File: src/rtl/fifo_drain_ctrl.sv
// Read-side drain controller for the team FIFO: pops words into a small circular
// buffer and presents them downstream on a registered valid/ready stream.
module fifo_drain_ctrl #(
    parameter int unsigned DATA_WIDTH = 8,
    parameter int unsigned RD_LAT     = 0,
    parameter int unsigned CNT_WIDTH  = 16
) (
    input  logic                  clk,
    input  logic                  reset,
    input  logic                  enable,
    input  logic [DATA_WIDTH-1:0] fifo_data,
    input  logic                  fifo_empty,
    output logic                  fifo_pop,
    output logic [DATA_WIDTH-1:0] out_data,
    output logic                  out_valid,
    input  logic                  out_ready,
    output logic [CNT_WIDTH-1:0]  words_sent
);

    localparam int unsigned BUF_DEPTH = 2 + RD_LAT;
    localparam int unsigned PTR_W     = $clog2(BUF_DEPTH);
    localparam bit          HAS_LAT   = (RD_LAT != 32'd0);

    if (RD_LAT > 32'd1) begin : g_bad_rd_lat
        $error("fifo_drain_ctrl: RD_LAT must be 0 or 1");
    end

    logic [DATA_WIDTH-1:0] buf_q [BUF_DEPTH];
    logic [PTR_W-1:0]      head_q;
    logic [PTR_W-1:0]      tail_q;
    logic [2:0]            occ_q;
    logic                  inflight_q;
    logic [2:0]            fill;
    logic                  capture;
    logic                  xfer;

    function automatic logic [PTR_W-1:0] ptr_inc(input logic [PTR_W-1:0] p);
        return (p == PTR_W'(BUF_DEPTH - 1)) ? '0 : p + PTR_W'(1);
    endfunction

    // Reserve a slot for every word already requested so a late capture always fits.
    assign fill     = occ_q + {2'b00, inflight_q};
    assign fifo_pop = reset && enable && !fifo_empty && (fill < 3'(BUF_DEPTH));

    if (RD_LAT == 32'd0) begin : g_lat0
        assign capture = fifo_pop;
    end else begin : g_lat1
        assign capture = inflight_q;
    end

    assign out_valid = (occ_q != 3'd0);
    assign out_data  = buf_q[head_q];
    assign xfer      = out_valid && out_ready;

    always_ff @(posedge clk or negedge reset) begin
        if (!reset) begin
            head_q     <= '0;
            tail_q     <= '0;
            occ_q      <= '0;
            inflight_q <= 1'b0;
            words_sent <= '0;
            for (int unsigned i = 0; i < BUF_DEPTH; i++) begin
                buf_q[i] <= '0;
            end
        end else begin
            // A pop and a capture in the same cycle leave one word still in flight.
            inflight_q <= HAS_LAT && fifo_pop;
            if (capture) begin
                buf_q[tail_q] <= fifo_data;
                tail_q        <= ptr_inc(tail_q);
            end
            if (xfer) begin
                head_q     <= ptr_inc(head_q);
                words_sent <= words_sent + CNT_WIDTH'(1);
            end
            if (capture && !xfer) begin
                occ_q <= occ_q + 3'd1;
            end else if (!capture && xfer) begin
                occ_q <= occ_q - 3'd1;
            end
        end
    end

endmodule

File: config.mk
export PLATFORM = sky130hd
export DESIGN_NAME = fifo_drain_ctrl
export DESIGN_NICKNAME = d
export VERILOG_FILES = /design/src/rtl/fifo_drain_ctrl.sv
export SDC_FILE = /design/constraint.sdc
export NUM_CORES = 1
export LEC_CHECK = 0
export BUFFER_PORTS_ARGS = -buffer_cell sky130_fd_sc_hd__buf_2
export CAP_MARGIN = 20
export CORE_MARGIN = 10
export CORE_UTILIZATION = 52
export DETAILED_ROUTE_END_ITERATION = 8
export PLACE_DENSITY = 0.78
export SYNTH_ARGS = -nofsm -noshare
export SYNTH_HDL_FRONTEND = slang
export SYNTH_SLANG_ARGS = --single-unit
File: constraint.sdc
create_clock -name clk -period 2.2 [get_ports clk]
set_input_delay 0.44 -clock clk [delete_from_list [all_inputs] [get_ports clk]]
set_output_delay 0.44 -clock clk [all_outputs]
set_load 0.02 [all_outputs]
### After elaboration in Yosys (flattened, before gate mapping)

Index checks and enable logic that the tools add are counted.

* $add $sub $neg: 5
* magnitude comparators: 4
* multiplexer cells: 10
* bitwise operators: 2
* reductions and logical operators: 12

Operators with widths (number)
* $mux W8: 4
* $add A16 B1 Y16 const B: 1
* $bwmux W16: 1
* $demux W8 S1: 1
* $logic_and A1 B1 Y1: 7
* $mux W3: 2
* $ge A2 B2 Y1 const B: 2
* $not A1 Y2: 2
* $add A3 B1 Y3 const B: 1
* $logic_not A1 Y1: 3
* $lt A3 B2 Y1 const B: 1
* $reduce_bool A3 Y1: 1
* $sub A3 B1 Y3 const B: 1
* $add A1 B1 Y1 const B: 2
* $lt A2 B1 Y1 const B: 1
* $mux W1: 2
* $reduce_bool A2 Y1: 1

* flip-flop bits (word level): 37
* bits of input ports: 13
* logic and storage cells: 39

### Depth between registers and ports, before layout

* depth in word-level cells: 7
* depth in mapped cells: 8

### Least setup slack after synthesis

Ideal clock, no wire load.

* path kind: reg-to-reg
* from: reg occ_q[1]
* to: reg occ_q[2]
* setup time: 0.079 ns
* arrival: 2.047 ns
* required time: 2.121 ns
* setup slack: 0.073 ns
* cell stages (with the launch flop): 8
* buffers on the path: 0
* period minus slack after synthesis: 2.127 ns
* cells stage by stage: dfrtp_1 nor4_4 ha_1 inv_1 fa_1 xor2_1 nor2_1 xor2_1

* word-level cells in the longest chain between the ends: 5

RTL lines
* start, declared: line 31 `logic [2:0] occ_q;`
* start signal, assigned: line 77 `occ_q <= occ_q + 3'd1;`
* start signal, assigned: line 79 `occ_q <= occ_q - 3'd1;`
* $lt A3 B2 Y1 (*): line 43 `assign fifo_pop = reset && enable && !fifo_empty && (fill < 3'(BUF_DEPTH));`
* $logic_and A1 B1 Y1 (*): line 43
* net fifo_pop: line 13 `output logic fifo_pop,`
* $logic_not A1 Y1: line 78 `end else if (!capture && xfer) begin`
* $logic_and A1 B1 Y1: line 78
* $reduce_bool A2 Y1 (no line)

Mark *: on every way through the listed nets, which the timed path passes. The rest lies on a longest branch. The select of a mux whose other input is x is not followed.
A chain may end at the register's enable or synchronous reset.

### Worst setup path in the final report

* from: reg occ_q[1]
* to: reg occ_q[2]

* word-level cells in the longest chain between the ends: 5

RTL lines (line)
* $lt A3 B2 Y1 or $reduce_bool A3 Y1 (tied branches): 43, 51
* $logic_and A1 B1 Y1, on equally long branches: 43, 53
* $logic_not A1 Y1, on equally long branches: 78, 76
* $logic_and A1 B1 Y1, on equally long branches: 78, 76
* $reduce_bool A2 Y1 (no line) or $mux W3 (tied branches)

Several ways; a longest one is shown, not always the timed one. The select of a mux whose other input is x is not followed.

==> flow_metrics.env <==
export IMPL_dr_first_iter_drc_count=107
export IMPL_synth_area_leaders="dfrtp_1, mux2_2, xnor2_1"
export IMPL_tightest_slew_ns=0.575
export IMPL_setup_viol=0
export IMPL_cpPeakStageDelay_ns=0.50
export IMPL_ant_nets=0
export IMPL_synth_top_area_cell="dfrtp_1"
export IMPL_place_ws_ns=0.0783
export IMPL_pin_count=39
export IMPL_synth_cell_types=22
export IMPL_mostFrequentLayoutCell="buf_2"
export IMPL_drive_gt1_share_pct=48.2
export IMPL_endpoint_kind="register"
export IMPL_grt_max_degree=38
export IMPL_critPathArrivalTime_ns=2.33
export IMPL_ys_seq_area_share_pct=55.7
export IMPL_grt_overflow=0
export IMPL_diodes=0
export IMPL_coreArea_sq_um=3050
export IMPL_maxCapViolCount=0
export IMPL_worstPathMaxFanout=5
export IMPL_tns_ns=0
export IMPL_hp_class="input pin to async pin"
export IMPL_clock_latency_ns=0.35
export IMPL_die_w_um=76.6
export IMPL_status="finished clean"
export IMPL_path_cells="o31ai_4 > ha_1 > inv_1 > fa_1 > xor2_1 > nor2_1 > xor2_1"
export IMPL_p_total_mw=2.75
export IMPL_cts_buffers=5
export IMPL_antenna_found_initial=0
export IMPL_period_share_pct=92.9
export IMPL_initial_core_util_pct=54.5
export IMPL_critical_path_top_delay_family="adder cells"
export IMPL_startpoint_type="register"
export IMPL_final_hold_viol_count=0
export IMPL_clock_root_buffer="clkbuf_4"
export IMPL_finClkSkew_ns=0.00866
export IMPL_hold_slack_ns=0.131
export IMPL_io_buffers=38
export IMPL_avgSynthCellArea_sq_um=13.6
export IMPL_postSynthCellCount=122
export IMPL_worst_slack_ns=0.155
export IMPL_track_usage_pct=12.5
export IMPL_slew_headroom_pct=61.4
export IMPL_layout_cells_non_filler=214
export IMPL_finalWeightedCongestion=0.733
export IMPL_syn_num_nets=138
export IMPL_drc=0
export IMPL_path_common_cell="xor2_1"
export IMPL_total_leakage_power_nw=0.989
export IMPL_worst_path_buf_inv=1
export IMPL_h_tree_depth=2
export IMPL_grt_pass1_wl_mm=5.85
export IMPL_period_needed_ns=2.04
export IMPL_area_growth_pct=22.0
export IMPL_final_cell_mix="buf_2, dfrtp_1, mux2_2"
export IMPL_dp_hpwl_mm=2.53
export IMPL_ctsHoldBuffers=0
export IMPL_synth_top_area_share_pct=55.7
export IMPL_synth_area_sq_um=1660
export IMPL_clk_pin_slew_worst_paths_ns=0.11
export IMPL_dp_cells=204
export IMPL_synth_seq_cells=37
export IMPL_yosys_warnings=0
export IMPL_max_freq_ghz=0.489
export IMPL_row_count=20
export IMPL_power_density_nw_per_um2=1350
export IMPL_cp_slowest_cell="dfrtp_1"
export IMPL_via_count=1130
export IMPL_fp_dieArea_sq_um=5860
export IMPL_drv_slew=0
export IMPL_cts_max_path_buffers=2
export IMPL_rsz0062_at_grt="no"
export IMPL_drt_pass1_iter_count=4
export IMPL_critPathKind="register to register"
export IMPL_routed_wl_mm=3.60
export IMPL_tritoncts="yes"
export IMPL_crit_required_ns=2.49
export IMPL_post_drt_wl_per_cell_um=16.8
export IMPL_vias_per_cell=5.28
export IMPL_die_h_um=76.6
export IMPL_grt_pass1_vias=1151
export IMPL_nNetsFinal=185
export IMPL_ir_worst_vdd_uv=809
export IMPL_cts_sinks=37
## logic make-up (layout without fill, tap and decap cells)
family          after synthesis  count (layout)  synth area share, %
compound gates                1               1                 1.28
fa+ha+maj                     3               3                 2.71
mux                          26              26                 17.6
flops                        37              37                 55.7
buf+inv                       4              52                 1.13
simple gates                 31              31                 11.1
xor+xnor                     20              20                 10.5
## metrics by stage
step	instance area, sq um	util [%]
floorplan	1660	-
global route	2030	66.5
detailed placement	1910	62.6
global placement	1910	62.6
finish	2030	66.5
CTS	2010	66.0
## area by class of cell
class,instances,area [sq um]
fill,241,1020
sequential,37,926
multi-input combinational,81,718
timing repair buffer,42,220
clock inverter,3,65.1
tap,44,55.1
clock buffer,5,37.5
inverter,2,7.51
## sequential cells by signal (all words and copies together) (netlist names)
register / flops
buf_q: 16
head_q: 1
tail_q: 1
words_sent: 16
occ_q: 3
## cell usage after synthesis
library cell,count
and2b_1,1
and3_1,1
and4_1,1
buf_4,1
clkbuf_1,1
dfrtp_1,37
fa_1,1
ha_1,2
inv_1,2
mux2_2,26
nand2_1,4
nand2_2,1
nand3_1,8
nand4_1,4
nor2_1,4
nor2_2,2
nor3_1,3
nor4_4,1
o31ai_4,1
or3_4,1
xnor2_1,13
xor2_1,7
## metal layers
metal | GRT usage, % | vias to the layer above | part of all wire, %
li1 | - | 522 | -
met1 | 13.4 | 579 | 39
met2 | 21.7 | 23 | 55
met3 | 5.90 | 6 | 5.0
met4 | 3.35 | 0 | 1.1
met5 | 0 | - | 0
## final timing paths
kind,cells after the start,startpoint,slack (ns),endpoint
worst max-delay path,7,occ_q[1]$_DFFE_PN0P_,0.16,occ_q[2]$_DFFE_PN0P_
worst min-delay path,2,reset,0.13,occ_q[1]$_DFFE_PN0P_
worst max register to register,7,occ_q[1]$_DFFE_PN0P_,0.16,occ_q[2]$_DFFE_PN0P_
max in group asynchronous,2,reset,1.75,buf_q[13]$_DFFE_PN0P_
worst min register to register,1,words_sent[15]$_DFFE_PN0P_,0.48,words_sent[15]$_DFFE_PN0P_
min in group clk,2,fifo_data[4],0.33,buf_q[12]$_DFFE_PN0P_
## report_power, final
group          total [mW]  switching [mW]  internal [mW]
Combinational       0.980           0.498          0.482
Sequential           1.18           0.256          0.928
Clock               0.585           0.233          0.352
## repair_timing
item	in CTS	in global routing
gates resized for setup	0	0
setup buffers	0	2
setup endpoints to repair	0	1
Note: power is estimated with default switching activity, not from simulation.
